**config.mk**
```make
export PLATFORM = sky130hd
export DESIGN_NAME = bin2bcd_seq10
export DESIGN_NICKNAME = d
export VERILOG_FILES = /design/src/rtl/bin2bcd_pkg.sv /design/src/rtl/bcd_add3_digit.sv /design/src/rtl/bin2bcd_seq10.sv
export SDC_FILE = /design/constraint.sdc
export NUM_CORES = 1
export LEC_CHECK = 0
export CAP_MARGIN = 10
export CELL_PAD_IN_SITES_DETAIL_PLACEMENT = 1
export CELL_PAD_IN_SITES_GLOBAL_PLACEMENT = 2
export CORE_MARGIN = 4
export CORE_UTILIZATION = 33
export CTS_CLUSTER_SIZE = 40
export DETAILED_ROUTE_END_ITERATION = 6
export PLACE_DENSITY = 0.82
export SYNTH_ARGS = -nofsm -noshare
export SYNTH_HDL_FRONTEND = slang
export SYNTH_SLANG_ARGS = --single-unit
```
**constraint.sdc**
```tcl
create_clock -name clk -period 1.85 [get_ports clk]
set_input_delay 0.555 -clock clk [delete_from_list [all_inputs] [get_ports clk]]
set_output_delay 0.555 -clock clk [all_outputs]
set_load 0.005 [all_outputs]
```
**src/rtl/bin2bcd_pkg.sv**
```systemverilog
// Shared definitions for the sequential binary-to-BCD converter:
// FSM state encoding and the shift-add-3 digit constants.
package bin2bcd_pkg;

    typedef enum logic [1:0] {
        ST_IDLE  = 2'd0,
        ST_SHIFT = 2'd1,
        ST_DONE  = 2'd2
    } state_e;

    localparam int DIGIT_W     = 4;
    localparam int ADD3_THRESH = 5;
    localparam int ADD3_VAL    = 3;

endpackage

```
**src/rtl/bcd_add3_digit.sv**
```systemverilog
// Single BCD digit correction for double-dabble: digits of 5 or more get +3
// so that the following left shift carries correctly into the next digit.
module bcd_add3_digit
    import bin2bcd_pkg::*;
(
    input  logic [DIGIT_W-1:0] d_in,
    output logic [DIGIT_W-1:0] d_out
);

    // 4-bit correction; never carries out of the digit for valid BCD input
    always_comb begin
        d_out = (d_in >= DIGIT_W'(ADD3_THRESH)) ? d_in + DIGIT_W'(ADD3_VAL) : d_in;
    end

endmodule

```
**src/rtl/bin2bcd_seq10.sv**
```systemverilog
// Sequential binary-to-BCD converter (double-dabble), one bit per cycle.
// start/busy/done handshake: start is sampled only in IDLE; busy is high for
// the WIDTH shift cycles; done pulses one cycle when bcd_out is updated.
// bcd_out holds the previous result until the next conversion completes.
// Optional macro BIN2BCD_BLANK_EN adds a registered leading-zero blank mask.
module bin2bcd_seq10
    import bin2bcd_pkg::*;
#(
    parameter int WIDTH  = 10,
    parameter int DIGITS = 4
) (
    input  logic                  clk,
    input  logic                  rst,
    input  logic                  start,
    input  logic [WIDTH-1:0]      bin_in,
    output logic                  busy,
    output logic                  done,
    output logic [4*DIGITS-1:0]   bcd_out
`ifdef BIN2BCD_BLANK_EN
    ,
    output logic [DIGITS-1:0]     blank_out
`endif
);

    localparam int BCD_W = DIGIT_W * DIGITS;
    localparam int CNT_W = $clog2(WIDTH + 1);

    state_e              state_q, state_d;
    logic [WIDTH-1:0]    shift_q, shift_d;
    logic [BCD_W-1:0]    scratch_q, scratch_d;
    logic [CNT_W-1:0]    count_q, count_d;
    logic                busy_q, busy_d;
    logic                done_q, done_d;
    logic [BCD_W-1:0]    bcd_q, bcd_d;
    logic [BCD_W-1:0]    corr;
    logic [DIGITS-1:0]   blank_next;
    logic [DIGITS-1:0]   blank_q, blank_d;

    // Per-digit add-3 correction of the current scratch value
    for (genvar g = 0; g < DIGITS; g++) begin : g_digit
        bcd_add3_digit u_add3 (
            .d_in  (scratch_q[g*DIGIT_W +: DIGIT_W]),
            .d_out (corr[g*DIGIT_W +: DIGIT_W])
        );
    end

    // Top corrected bit shifts out; it is always zero for legal parameters
    logic unused_corr_msb;
    assign unused_corr_msb = corr[BCD_W-1];

`ifdef BIN2BCD_BLANK_EN
    // Blank digit i when it and every higher digit are zero; digit 0 always shown
    always_comb begin
        logic hi_zero;
        hi_zero    = 1'b1;
        blank_next = '0;
        for (int i = DIGITS - 1; i >= 0; i--) begin
            hi_zero       = hi_zero && (scratch_q[i*DIGIT_W +: DIGIT_W] == '0);
            blank_next[i] = (i != 0) ? hi_zero : 1'b0;
        end
    end
    assign blank_out = blank_q;
`else
    // No blanking: mask stays zero and is not exported
    always_comb begin
        blank_next = '0;
    end
`endif

    // Next-state logic for the FSM, datapath and registered outputs
    always_comb begin
        state_d   = state_q;
        shift_d   = shift_q;
        scratch_d = scratch_q;
        count_d   = count_q;
        busy_d    = busy_q;
        done_d    = 1'b0;
        bcd_d     = bcd_q;
        blank_d   = blank_q;
        case (state_q)
            ST_IDLE: begin
                if (start) begin
                    shift_d   = bin_in;
                    scratch_d = '0;
                    count_d   = CNT_W'(WIDTH);
                    busy_d    = 1'b1;
                    state_d   = ST_SHIFT;
                end
            end
            ST_SHIFT: begin
                {scratch_d, shift_d} = {corr[BCD_W-2:0], shift_q, 1'b0};
                count_d = count_q - CNT_W'(1);
                if (count_q == CNT_W'(1)) begin
                    busy_d  = 1'b0;
                    state_d = ST_DONE;
                end
            end
            ST_DONE: begin
                bcd_d   = scratch_q;
                blank_d = blank_next;
                done_d  = 1'b1;
                state_d = ST_IDLE;
            end
            default: begin
                state_d = ST_IDLE;
                busy_d  = 1'b0;
            end
        endcase
    end

    // State and output registers with synchronous reset
    always_ff @(posedge clk) begin
        if (rst) begin
            state_q   <= ST_IDLE;
            shift_q   <= '0;
            scratch_q <= '0;
            count_q   <= '0;
            busy_q    <= 1'b0;
            done_q    <= 1'b0;
            bcd_q     <= '0;
            blank_q   <= '0;
        end else begin
            state_q   <= state_d;
            shift_q   <= shift_d;
            scratch_q <= scratch_d;
            count_q   <= count_d;
            busy_q    <= busy_d;
            done_q    <= done_d;
            bcd_q     <= bcd_d;
            blank_q   <= blank_d;
        end
    end

    assign busy    = busy_q;
    assign done    = done_q;
    assign bcd_out = bcd_q;

endmodule

```
; ---- Yosys cells after proc, flatten, opt, wreduce, memory -nomap -nowiden
; Cells that the tools add are included.
[word_totals]
regBits = 50
out_inout_bits = 18
wordCells = 44
[classes]
magnitude_cmp = 4
n_reduce_logical = 5
eq_ne = 5
bitwise = 1
addsub = 5
muxes = 17
[ops]
columns = cell, n
row1 = $pmux 16 s2, 1
row2 = $pmux 10 s2, 1
row3 = $ge 4x3->1 const B, 4
row4 = $mux 16, 1
row5 = $mux 4, 4
row6 = $add 4x2->4 const B, 3
row7 = $mux 10, 1
row8 = $pmux 4 s2, 1
row9 = $eq 4x1->1 const B, 1
row10 = $mux 2, 2
row11 = $ne 2x2->1 const B, 2
row12 = $pmux 2 s2, 1
row13 = $reduce_and 2->1, 2
row14 = $sub 4x1->4 const B, 1
row15 = $add 3x2->3 const B, 1
row16 = $mux 1, 3
row17 = $mux 3, 1
row18 = $pmux 1 s3, 1
row19 = $reduce_and 3->1, 1
row20 = $eq 2x1->1 const B, 1
row21 = $eq 2x2->1 const B, 1
row22 = $logic_not 2->1, 1
row23 = $reduce_bool 2->1, 1
row24 = $not 1->1, 1

; ---- Logic depth before layout (Yosys ltp)
[depth]
depth_word = 3
ltp_mapped = 6
mapped_depth_nobuf = 6

; ---- Modules after synthesis
; A second synthesis with hierarchy kept.
[unflattened]
hier_cells = 273
area_unflattened_um2 = 2341.0
[by_module_without_submodules]
columns = mod, instances, cells_per_inst, seq_area_each_um2, area_each_um2
row1 = bin2bcd_seq10, 1, 209, 1001.0, 1935.6
row2 = bcd_add3_digit, 4, 16, 0.0, 101.3

; ---- Worst setup path before layout
; No wires, ideal clock.
[synth_path]
path_kind = flip-flop to flip-flop
start = reg scratch_q[9]
end = reg scratch_q[10]
required_ns = 1.733
path_buffers = 0
setup_ns = 0.117
path_slack_ns = 0.500
t_arrival_ns = 1.233
synth_period_minus_slack_ns = 1.350
path_stages_with_launch = 7
path_cell_list = dfxtp_1 > inv_1 > ha_1 > nand2b_1 > a21oi_1 > mux2i_1 > a22o_1
[synth_via]
elab_chain_len = 3
word_cells_on_any_way = 4
[synth_rtl]
columns = item, line_no
row1 = "start, declared", bin2bcd_seq10.sv:30  ; logic [BCD_W-1:0] scratch_q, scratch_d;
row2 = "start signal, assigned", bin2bcd_seq10.sv:125  ; scratch_q <= scratch_d;
row3 = $add 4x2->4 or $ge 4x3->1 (tied branches), bcd_add3_digit.sv:12  ; d_out = (d_in >= DIGIT_W'(ADD3_THRESH)) ? d_in + DIGIT_W'(ADD3_VAL) : d_in;
row4 = $mux 4 *, bcd_add3_digit.sv:12
row5 = $pmux 16 s2 *, bin2bcd_seq10.sv:80  ; case (state_q)
; Every way passes the cells marked *; elsewhere a longest branch is shown, timed or not.
; A chain may end at the register's enable or synchronous reset.

; ---- Worst setup path after layout
[layout_path]
start = reg bcd_q[14], in the netlist bcd_out[14]
end = out bcd_out[14]
[layout_rtl]
columns = item, line_no
row1 = "start, declared", bin2bcd_seq10.sv:34  ; logic [BCD_W-1:0] bcd_q, bcd_d;
row2 = "start signal, assigned", bin2bcd_seq10.sv:120  ; bcd_q <= '0;
row3 = "start signal, assigned", bin2bcd_seq10.sv:129  ; bcd_q <= bcd_d;
row4 = "end, declared", bin2bcd_seq10.sv:18  ; output logic [4*DIGITS-1:0] bcd_out
; No word-level cell between the ends.

==> run_summary.xml <==
<?xml version="1.0" encoding="UTF-8"?>
<metrics>
  <group name="setup_path">
    <metric name="timing.critical_path.required" unit="ps">1290</metric>
    <metric name="worstSetupStartpoint" unit="">bcd_out[14]</metric>
    <metric name="critical_path.reg2reg.startpoint" unit="">scratch_q[9]</metric>
    <metric name="worst_ep_arrival_time" unit="ps">1160</metric>
    <metric name="startpoint_type" unit="">register</metric>
    <metric name="crit_path_top_delay_cell" unit="">clkdlybuf4s50_1</metric>
    <metric name="cp_max_fo" unit="">2</metric>
    <metric name="cp.buffers_inverters" unit="">1</metric>
    <metric name="worstSetupEndpointType" unit="">primary output</metric>
    <metric name="crit_end" unit="">bcd_out[14]</metric>
    <metric name="cp_top_family" unit="">buffers and inverters</metric>
    <metric name="setup.reg_to_reg.worst_slack" unit="ps">310</metric>
    <metric name="max_stage_delay" unit="ps">500</metric>
    <metric name="r2r.worst_path.cells" unit="">6</metric>
    <metric name="path_cells" unit="">clkdlybuf4s50_1</metric>
    <metric name="reg2reg_to" unit="">scratch_q[10]</metric>
    <metric name="worst-setup-path-type" unit="">register to primary output</metric>
    <metric name="worstSetupPathDepth" unit="">1</metric>
  </group>
  <group name="synthesis">
    <metric name="synth-edff-count" unit="">0</metric>
    <metric name="synth-async-reset-ratio" unit="%">0</metric>
    <metric name="yosys_most_used_dff" unit="">dfxtp_1</metric>
    <metric name="synth_cell_type_count" unit="">39</metric>
    <metric name="netlist_area" unit="mm2">0.00232</metric>
    <metric name="synth_cells" unit="">269</metric>
    <metric name="synth.net_count" unit="">292</metric>
    <metric name="synth.yosys.seq_area_share" unit="%">43.2</metric>
    <metric name="number_of_warnings_printed_during_yosys_synthesis" unit="">0</metric>
    <metric name="postSynthRegisterBits" unit="">50</metric>
    <metric name="syn_avg_cell_area" unit="um2">8.61</metric>
  </group>
  <group name="outcome">
    <metric name="result_of_the_run" unit="">completed</metric>
  </group>
  <group name="final_layout">
    <metric name="antenna_cells" unit="">0</metric>
    <metric name="drive_gt1_share" unit="%">8.97</metric>
    <metric name="utilization" unit="%">41.1</metric>
    <metric name="post_synthesis_to_final_layout_area_growth" unit="%">20.7</metric>
    <metric name="final_nets" unit="">324</metric>
  </group>
  <group name="timing">
    <metric name="max_slew.worst_pin.slew" unit="ps">771</metric>
    <metric name="skew" unit="ps">11.8</metric>
    <metric name="finalSetupViolCount" unit="">0</metric>
    <metric name="setup-tns-final" unit="ps">0</metric>
    <metric name="post-route-period-util" unit="%">92.6</metric>
    <metric name="report.final.hold_viol_count" unit="">0</metric>
    <metric name="clock.fmax" unit="GHz">0.584</metric>
    <metric name="slew_violations" unit="">0</metric>
    <metric name="rsz0062_at_grt" unit="">no</metric>
    <metric name="slew_headroom" unit="%">48.4</metric>
    <metric name="worst_hold_slack" unit="ps">456</metric>
    <metric name="final.min_clock_period" unit="ps">1710</metric>
  </group>
  <group name="power">
    <metric name="p_leak" unit="nW">1.04</metric>
    <metric name="power.clock.fraction" unit="%">31.5</metric>
    <metric name="seqPwrFrac" unit="%">56.8</metric>
    <metric name="switching_share" unit="%">26.2</metric>
    <metric name="part_of_the_total_power_dissipated_in_combinational_logic" unit="%">11.8</metric>
    <metric name="total_power" unit="W">0.00200</metric>
    <metric name="power.switching" unit="W">0.000524</metric>
    <metric name="internal-power" unit="W">0.00148</metric>
    <metric name="p_per_area" unit="mW/mm2">716</metric>
    <metric name="irDropWorstVdd" unit="mV">0.277</metric>
  </group>
  <group name="grt">
    <metric name="initial_antenna_violation_count" unit="">0</metric>
    <metric name="wire_length_of_the_first_global_routing_pass" unit="um">9370</metric>
    <metric name="grt_max_degree" unit="">38</metric>
    <metric name="global_route.overflow_total" unit="">0</metric>
    <metric name="grt_usage" unit="%">13.8</metric>
    <metric name="grt_pass1_vias" unit="">1963</metric>
  </group>
  <group name="floorplan">
    <metric name="chipWidth" unit="um">91.8</metric>
    <metric name="initial_core_util" unit="%">34.1</metric>
    <metric name="core_region_area" unit="mm2">0.00679</metric>
    <metric name="num_rows" unit="">30</metric>
    <metric name="die_h" unit="um">91.8</metric>
    <metric name="die-area" unit="mm2">0.00842</metric>
    <metric name="io_pins" unit="">31</metric>
  </group>
  <group name="routing">
    <metric name="route.detailed.drc" unit="">0</metric>
    <metric name="routed-via-count" unit="">1907</metric>
    <metric name="routed_wire_length_per_instance" unit="um">13.6</metric>
    <metric name="vias_cell" unit="">4.80</metric>
    <metric name="ant_nets" unit="">0</metric>
    <metric name="finalWirelength" unit="um">5410</metric>
    <metric name="detailedRoute.firstIterationViolations" unit="">53</metric>
    <metric name="drt_pre_antenna_iters" unit="">4</metric>
  </group>
  <group name="clock_tree">
    <metric name="cts.sink_count" unit="">50</metric>
    <metric name="cts_root_buf" unit="">clkbuf_8</metric>
    <metric name="cts_max_level" unit="">2</metric>
    <metric name="worstSkewPairLatency" unit="ps">310</metric>
    <metric name="clockBufferDepth" unit="">2</metric>
    <metric name="cts_hold_buf" unit="">0</metric>
    <metric name="cts-buffers-inserted" unit="">5</metric>
    <metric name="worst_setup_hold_path_clk_slew" unit="ps">90</metric>
    <metric name="post_cts.repair.setup_buffers" unit="">0</metric>
    <metric name="cts_tree" unit="">yes</metric>
  </group>
  <group name="placement">
    <metric name="dp_hpwl" unit="um">3710</metric>
    <metric name="gpl.final_weighted_congestion" unit="">0.729</metric>
    <metric name="port-buffer-count" unit="">30</metric>
  </group>
  <group name="flow_run">
    <metric name="max-cap-violations" unit="">0</metric>
  </group>
  <group name="worst_hold_path">
    <metric name="holdCritPathClass" unit="">register to register</metric>
  </group>
</metrics>
[synthesized netlist by cell type (all sizes together) (3+ instances only)]
cell type / instances / area (um2)
a22oi: 3 / 22.5
nand2: 34 / 130
nand2b: 5 / 31.3
nor3: 7 / 35.0
a21oi: 36 / 180
nand3: 4 / 20.0
clkbuf: 3 / 12.5
a21o: 3 / 22.5
o21ai: 11 / 55.1
o22ai: 5 / 31.3
xor2: 3 / 26.3
a22o: 11 / 96.3
inv: 18 / 70.1
a221oi: 4 / 41.3
dfxtp: 50 / 1000
mux2i: 4 / 40.0
nor2: 27 / 118
xnor2: 4 / 35.0
ha: 10 / 125
nor2b: 3 / 18.8
buf: 12 / 86.3
[cell usage in the layout, fill, tap and decap left out, types with 10 or more instances in the layout]
cell and instances:
nor2_1 25, a22o_1 11, a21oi_1 36, ha_1 10
inv_1 17, nand2_1 33, o21ai_0 11, buf_4 10
dfxtp_1 50, clkdlybuf4s50_1 30
[how the worst min path moves through the flow]
stage / from / end / slack (ps) / cells past startpoint
5_1_grt: bcd_out[4] / bcd_out[4] / 480 / 2
6_report: bcd_out[7] / bcd_out[7] / 460 / 2
3_3_place_gp: bcd_out[5] / bcd_out[5] / 440 / 2
3_5_place_dp: bcd_out[2] / bcd_out[2] / 450 / 2
2_1_floorplan: scratch_q[15] / bcd_out[15] / 440 / 2
4_1_cts: bcd_out[2] / bcd_out[2] / 460 / 2
[power by group through the flow]
stage | Clock (W) | Sequential, W | Combinational [W]
global route | 0.000702 | 0.00114 | 0.000268
CTS | 0.000653 | 0.00114 | 0.000240
floorplan | 0 | 0.00116 | 0.000162
global placement | 0 | 0.00116 | 0.000234
detailed placement | 0 | 0.00116 | 0.000239
finish | 0.000630 | 0.00114 | 0.000236
[final cells by class]
class / count / area [um2]
Inverter: 18 / 70.1
Multi-Input combinational cell: 186 / 1150
Clock inverter: 1 / 7.51
Timing Repair Buffer: 40 / 375
Tap cell: 96 / 120
Fill cell: 824 / 4000
Clock buffer: 6 / 72.6
Sequential cell: 50 / 1000
[metrics by stage]
step                      setup WS, ps  cell area (um2)  std cells
after floorplan                    500             2320        269
after global placement            -229             2710        390
after detailed placement          -303             2710        390
after CTS                         2.41             2790        397
after global routing              65.1             2800        397
final                              138             2800        397
[sequential cells by signal, summed over array words and instances, names as in the netlist]
name       count
bcd_out       16
scratch_q     16
shift_q       10
count_q        4
state_q        2
busy           1
done           1
[cells by family after synthesis]
| group | Yosys count | synth area share, % |
|---|---|---|
| and+or+nand+nor | 85 | 16.9 |
| AOI/OAI and AO/OA | 79 | 22.4 |
| DFF | 50 | 43.2 |
| buffers and inverters | 33 | 7.29 |
| adders and majority gates | 10 | 5.40 |
| xor gates and xnor gates | 7 | 2.65 |
| muxes | 5 | 2.22 |
[worst register-to-register path, delay by kind of cell (launching register included)]
family / cells / cell delay (ps)
buffers and inverters: 1 / 90
AOI/OAI and AO/OA: 2 / 440
adders and majority gates: 1 / 170
and+or+nand+nor: 1 / 130
muxes: 1 / 260
DFF: 1 / 390
[what timing repair did]
action                     CTS  global route
setup endpoints to repair    0            11
hold endpoints to repair     0             0
gates resized for setup      0             1
[per-layer routing]
layer	GRT usage (%)	share of wire (%)	vias up
met4	4.08	1.3	0
met5	0	0	-
li1	-	-	984
met3	3.45	2.7	5
met1	17.8	49	899
met2	22.9	47	19
(Power assumes the default switching activity.)
